==> src/rtl/multicycle_ctrl.sv <==
// Multi-cycle RV32I control FSM: FETCH/DECODE/EXEC/MEM/WB/TRAP over one shared memory port.
// Optional retire counter on o_instret enabled by defining CTRL_INSTRET_EN.
module multicycle_ctrl #(
    parameter int WIDTH = 32
) (
    input  logic             i_clk,
    input  logic             i_rst_n,
    input  logic [6:0]       i_opcode,
    input  logic             i_branch_taken,
    input  logic             i_mem_ready,
    output logic             o_mem_req,
    output logic             o_mem_we,
    output logic             o_addr_sel,
    output logic             o_ir_we,
    output logic             o_alu_src_imm,
    output logic             o_alu_src_pc,
    output logic             o_rf_we,
    output logic [1:0]       o_wb_sel,
    output logic             o_pc_we,
    output logic [1:0]       o_pc_sel,
    output logic             o_trap,
    output logic [WIDTH-1:0] o_instret
);

    localparam logic [6:0] OP_REG    = 7'b0110011;
    localparam logic [6:0] OP_IMM    = 7'b0010011;
    localparam logic [6:0] OP_LOAD   = 7'b0000011;
    localparam logic [6:0] OP_STORE  = 7'b0100011;
    localparam logic [6:0] OP_BRANCH = 7'b1100011;
    localparam logic [6:0] OP_JAL    = 7'b1101111;
    localparam logic [6:0] OP_JALR   = 7'b1100111;
    localparam logic [6:0] OP_LUI    = 7'b0110111;
    localparam logic [6:0] OP_AUIPC  = 7'b0010111;

    typedef enum logic [2:0] {
        FETCH, DECODE, EXEC, MEM, WB, TRAP
    } state_t;

    state_t     state, state_next;
    logic [6:0] opcode_q;

    function automatic logic is_legal(input logic [6:0] op);
        case (op)
            OP_REG, OP_IMM, OP_LOAD, OP_STORE, OP_BRANCH,
            OP_JAL, OP_JALR, OP_LUI, OP_AUIPC: is_legal = 1'b1;
            default:                           is_legal = 1'b0;
        endcase
    endfunction

    // NOTE: sequential state uses non-blocking assignments so every flop samples pre-edge values.
    always_ff @(posedge i_clk) begin
        if (!i_rst_n) begin
            state    <= FETCH;
            opcode_q <= '0;
        end else begin
            state <= state_next;
            if (state == DECODE)
                opcode_q <= i_opcode;
        end
    end

    always_comb begin
        state_next = state;
        case (state)
            FETCH:  if (i_mem_ready) state_next = DECODE;
            DECODE: state_next = is_legal(i_opcode) ? EXEC : TRAP;
            EXEC: begin
                if (opcode_q == OP_BRANCH)
                    state_next = FETCH;
                else if (opcode_q == OP_LOAD || opcode_q == OP_STORE)
                    state_next = MEM;
                else
                    state_next = WB;
            end
            MEM:    if (i_mem_ready) state_next = (opcode_q == OP_LOAD) ? WB : FETCH;
            WB:     state_next = FETCH;
            TRAP:   state_next = TRAP;
            default: state_next = FETCH;
        endcase
    end

    // NOTE: every output gets a default first, so no path through the case can infer a latch.
    always_comb begin
        o_mem_req     = 1'b0;
        o_mem_we      = 1'b0;
        o_addr_sel    = 1'b0;
        o_ir_we       = 1'b0;
        o_alu_src_imm = 1'b0;
        o_alu_src_pc  = 1'b0;
        o_rf_we       = 1'b0;
        o_wb_sel      = 2'd0;
        o_pc_we       = 1'b0;
        o_pc_sel      = 2'd0;
        o_trap        = 1'b0;
        // Gating by reset drops a pending request in the very cycle reset is seen.
        if (i_rst_n) begin
            case (state)
                FETCH: begin
                    o_mem_req = 1'b1;
                    o_ir_we   = i_mem_ready;
                end
                EXEC: begin
                    o_alu_src_imm = (opcode_q == OP_IMM)   || (opcode_q == OP_LOAD) ||
                                    (opcode_q == OP_STORE) || (opcode_q == OP_JALR);
                    o_alu_src_pc  = (opcode_q == OP_AUIPC);
                    if (opcode_q == OP_BRANCH) begin
                        o_pc_we  = 1'b1;
                        o_pc_sel = i_branch_taken ? 2'd1 : 2'd0;
                    end
                end
                MEM: begin
                    o_mem_req  = 1'b1;
                    o_addr_sel = 1'b1;
                    o_mem_we   = (opcode_q == OP_STORE);
                    o_pc_we    = (opcode_q == OP_STORE) && i_mem_ready;
                end
                WB: begin
                    o_rf_we = 1'b1;
                    o_pc_we = 1'b1;
                    case (opcode_q)
                        OP_LOAD:          o_wb_sel = 2'd1;
                        OP_JAL, OP_JALR:  o_wb_sel = 2'd2;
                        OP_LUI:           o_wb_sel = 2'd3;
                        default:          o_wb_sel = 2'd0;
                    endcase
                    case (opcode_q)
                        OP_JAL:  o_pc_sel = 2'd1;
                        OP_JALR: o_pc_sel = 2'd2;
                        default: o_pc_sel = 2'd0;
                    endcase
                end
                TRAP:    o_trap = 1'b1;
                default: ;
            endcase
        end
    end

`ifdef CTRL_INSTRET_EN
    logic [WIDTH-1:0] instret_q;
    logic             retire;

    assign retire = (state == WB) ||
                    (state == EXEC && opcode_q == OP_BRANCH) ||
                    (state == MEM && opcode_q == OP_STORE && i_mem_ready);

    always_ff @(posedge i_clk) begin
        if (!i_rst_n)
            instret_q <= '0;
        else if (retire)
            instret_q <= instret_q + 1'b1;
    end

    assign o_instret = instret_q;
`else
    assign o_instret = '0;
`endif

endmodule

==> config.mk <==
export PLATFORM = sky130hd
export DESIGN_NAME = multicycle_ctrl
export DESIGN_NICKNAME = d
export VERILOG_FILES = /design/src/rtl/multicycle_ctrl.sv
export SDC_FILE = /design/constraint.sdc
export NUM_CORES = 1
export LEC_CHECK = 0
export CAP_MARGIN = 5
export CELL_PAD_IN_SITES_DETAIL_PLACEMENT = 1
export CELL_PAD_IN_SITES_GLOBAL_PLACEMENT = 1
export CORE_MARGIN = 3
export CORE_UTILIZATION = 45
export DETAILED_ROUTE_END_ITERATION = 12
export DONT_BUFFER_PORTS = 1
export PLACE_DENSITY = 0.86
export SLEW_MARGIN = 10
export SYNTH_ARGS = -nofsm -noshare
export SYNTH_HDL_FRONTEND = slang
export SYNTH_SLANG_ARGS = --single-unit
export TNS_END_PERCENT = 100
==> constraint.sdc <==
create_clock -name i_clk -period 2.6 [get_ports i_clk]
set_input_delay 0.39 -clock i_clk [delete_from_list [all_inputs] [get_ports i_clk]]
set_output_delay 0.39 -clock i_clk [all_outputs]
set_load 0.02 [all_outputs]
==> results.md <==
* Least-Margin Pin Slew at between 0.6 and 0.7 ns
* Antenna diode count at 0
* Unrepaired setup endpoints after global routing: false
* Minimum clock period at 2.30 ns
* Initial DRC count at 5
* Status: complete, no violations
* Syn Inst Count at around 130
* Grt ovf at 0
* Clk_skew at 0.00622 ns
* Number of global-route vias before repair at 758
* Worst path required time at 2.21 ns
* Core Footprint at 0.00204 mm²
* Clock root buffer: clkbuf_4
* CTS Sinks at 10
* Largest fanout on the critical path at 7
* Total negative slack at 0 ns
* CP Launch Type: flip-flop
* Via count at 836
* # IOs at 56
* Slew Limit Fails at 0
* Worst-Skew Late Latency at 0.26 ns
* TritonCTS clock tree: built
* Placed cells at 157
* Area Growth Syn to Fin at -5.29%
* Initial antenna violation count at 0
* Crit Path Category: flip-flop to primary output
* Power, Total at 0.443 mW
* Fillers at 273
* VDD IR-drop max at 0.000224 V
* CTS H-tree depth at 1
* First-pass GRT wire length at 3530 µm
* 1st-pass router iterations at 3
* Hold slack at ~0.26 ns
* Fmax at 0.435 GHz
* Cts hold-fix bufs at 0
* GPL Wtd Cong at 0.812
* Worst r2r path cells at 4
* Layout cells sized above 1 at 8.21%
* Pwr Density at 460 mW/mm²
* Max clock buf depth at 2
* Register bit total from synthesis at 10
* Gr usage total at 16.5%
* Hold Path Cell Cnt at 1
* Post-Layout Cell Count at 161
* Chip Width at 53.5 µm
* Port buffer count at 0
* Worst setup EP type: primary output
* Final Setup Violations at 0
* Nets@finish at 146
* Post CTS Setup Buffer Count at 0
* Drt wl/cell at roughly 14 µm
* Row cnt at 16
* Initial Util at 49.8%
* Worst EP arrival at 1.91 ns
* Routed Antenna Nets at 0
* Netlist area before placement at 0.00102 mm²
* Yosys warning total at 0
* Leakage Power at 0.430 nW
* Worst Hold Class: input port to flip-flop
* Post-Route WL at roughly 2200 µm
* Largest net degree at the start of global routing at 17
* Die ar. at 0.00287 mm²
* Die H at 53.5 µm
* Syn_area_per_cell at 7.59 µm²
* Relative slew slack at 55.9%
* Drt drc at 0
* Utilization after layout at between 40% and 50%
* DP Wirelength at between 1500 and 2000 µm
* Clock Pin Slew Worst Setup and Hold Paths at approximately 0.060 ns
* Final period util at between 80% and 90%
* Post-CTS sizing at 0
* Final Hold Fails at 0
* Seq/Total Area, Yosys at 19.7%
* Synth cell types at 39
* Max cap viols at 0
* Inserted Clock Buffers at 3
* Vias/cell at 5.19
==> registers in the layout, summed over array words and instances (netlist names) <==
| signal | count |
|---|---|
| opcode_q | 7 |
| state | 3 |
==> where the power goes <==
part           leakage [nW]  total [mW]  internal (mW)  switching [mW]
logic                 0.327       0.118         0.0344          0.0832
registers            0.0818       0.186          0.164          0.0222
clock network        0.0210       0.140         0.0849          0.0546
==> cell type report <==
type / count / area [µm²] / area share (%)
well taps: 27 / 33.8 / 3.51
inverters: 5 / 18.8 / 1.95
repair buffers: 4 / 30.0 / 3.12
flip-flops and latches: 10 / 200 / 20.8
clock buffers: 4 / 36.3 / 3.77
multi-input cells: 111 / 644 / 66.9
==> cell usage in the layout, fill, tap and decap left out, types with 2 or more instances in the layout <==
master and count:
a211o_1 2, a21boi_0 2, a21oi_1 7, and3_1 2, buf_4 4, clkbuf_4 3, conb_1 32, dfxtp_1 10
inv_1 5, mux2i_1 7, nand2_1 9, nand2b_1 3, nand3_1 4, nor2_1 5, nor2b_1 9, nor3_1 4
o21ai_0 2, or2_1 2, or4_1 3
==> worst max-delay path, stage by stage, from the launching register on <==
cell and delay (ns):
dfxtp_1 0.37, nand3b_4 0.22, or4_1 0.45, or2_1 0.23, a21oi_1 0.39
==> metal layers <==
metal | GRT usage [%] | wire, µm | up-vias
li1 | - | - | 397
met1 | 19.8 | 941 | 395
met2 | 28.8 | 1060 | 42
met3 | 3.32 | 195 | 2
met4 | 6.38 | 27 | 0
met5 | 0 | 0 | -
==> synthesized netlist by cell type <==
cell type  count  area [µm²]
a2111oi_0      1        8.76
a211o_1        2        17.5
a21boi_0       2        15.0
a21oi_1        7        35.0
and3_1         2        12.5
buf_2          3        15.0
buf_4         32         240
clkbuf_1       3        11.3
clkbuf_2       1        5.00
conb_1         1        3.75
dfxtp_1       10         200
inv_1          5        18.8
mux2i_1        7        70.1
nand2_1        9        33.8
nand2b_1       3        18.8
nand2b_4       1        13.8
nand3_1        4        20.0
nand3b_1       1        7.51
nand3b_4       1        20.0
nand4b_1       1        8.76
nor2_1         5        18.8
nor2_2         1        6.26
nor2b_1        9        56.3
nor3_1         4        20.0
nor3b_1        1        7.51
nor4_1         1        6.26
nor4b_1        1        8.76
o2111ai_1      1        8.76
o21ai_0        2        10.0
o21ai_1        1        5.00
o22a_1         1        8.76
o22ai_1        1        6.26
o311ai_0       1        8.76
o41a_1         1        11.3
o41ai_1        1        8.76
or2_1          2        12.5
or3_1          1        6.26
or4_1          3        22.5
xor2_1         1        8.76
==> final timing paths <==
| kind | startpoint | to | slack [ns] |
|---|---|---|---|
| max | opcode_q[3]$_SDFFE_PN0N_ | o_wb_sel[0] | 0.30 |
| min | i_rst_n | opcode_q[6]$_SDFFE_PN0N_ | 0.26 |
| max reg2reg | state[0]$_SDFFE_PN0P_ | opcode_q[4]$_SDFFE_PN0N_ | 1.02 |
| min reg2reg | opcode_q[0]$_SDFFE_PN0N_ | opcode_q[0]$_SDFFE_PN0N_ | 0.59 |
==> stage by stage <==
stage               worst slack [ns]  cell area [µm²]
floorplan                      0.368             1130
global placement               0.611              927
detailed placement             0.594              927
CTS                            0.293              963
global route                   0.203              963
finish                         0.299              963
==> cells by family (layout without fill, tap and decap cells) <==
| logic type | after synthesis | in the layout | share of synthesized area, % |
|---|---|---|---|
| compound gates | 21 | 21 | 14.1 |
| xor+xnor | 1 | 1 | 0.861 |
| buf+inv | 44 | 13 | 28.5 |
| flops | 10 | 10 | 19.7 |
| mux | 7 | 7 | 6.89 |
| other cells | 1 | 32 | 0.369 |
| simple gates | 50 | 50 | 29.5 |
Power figures use the tool's default switching activity.
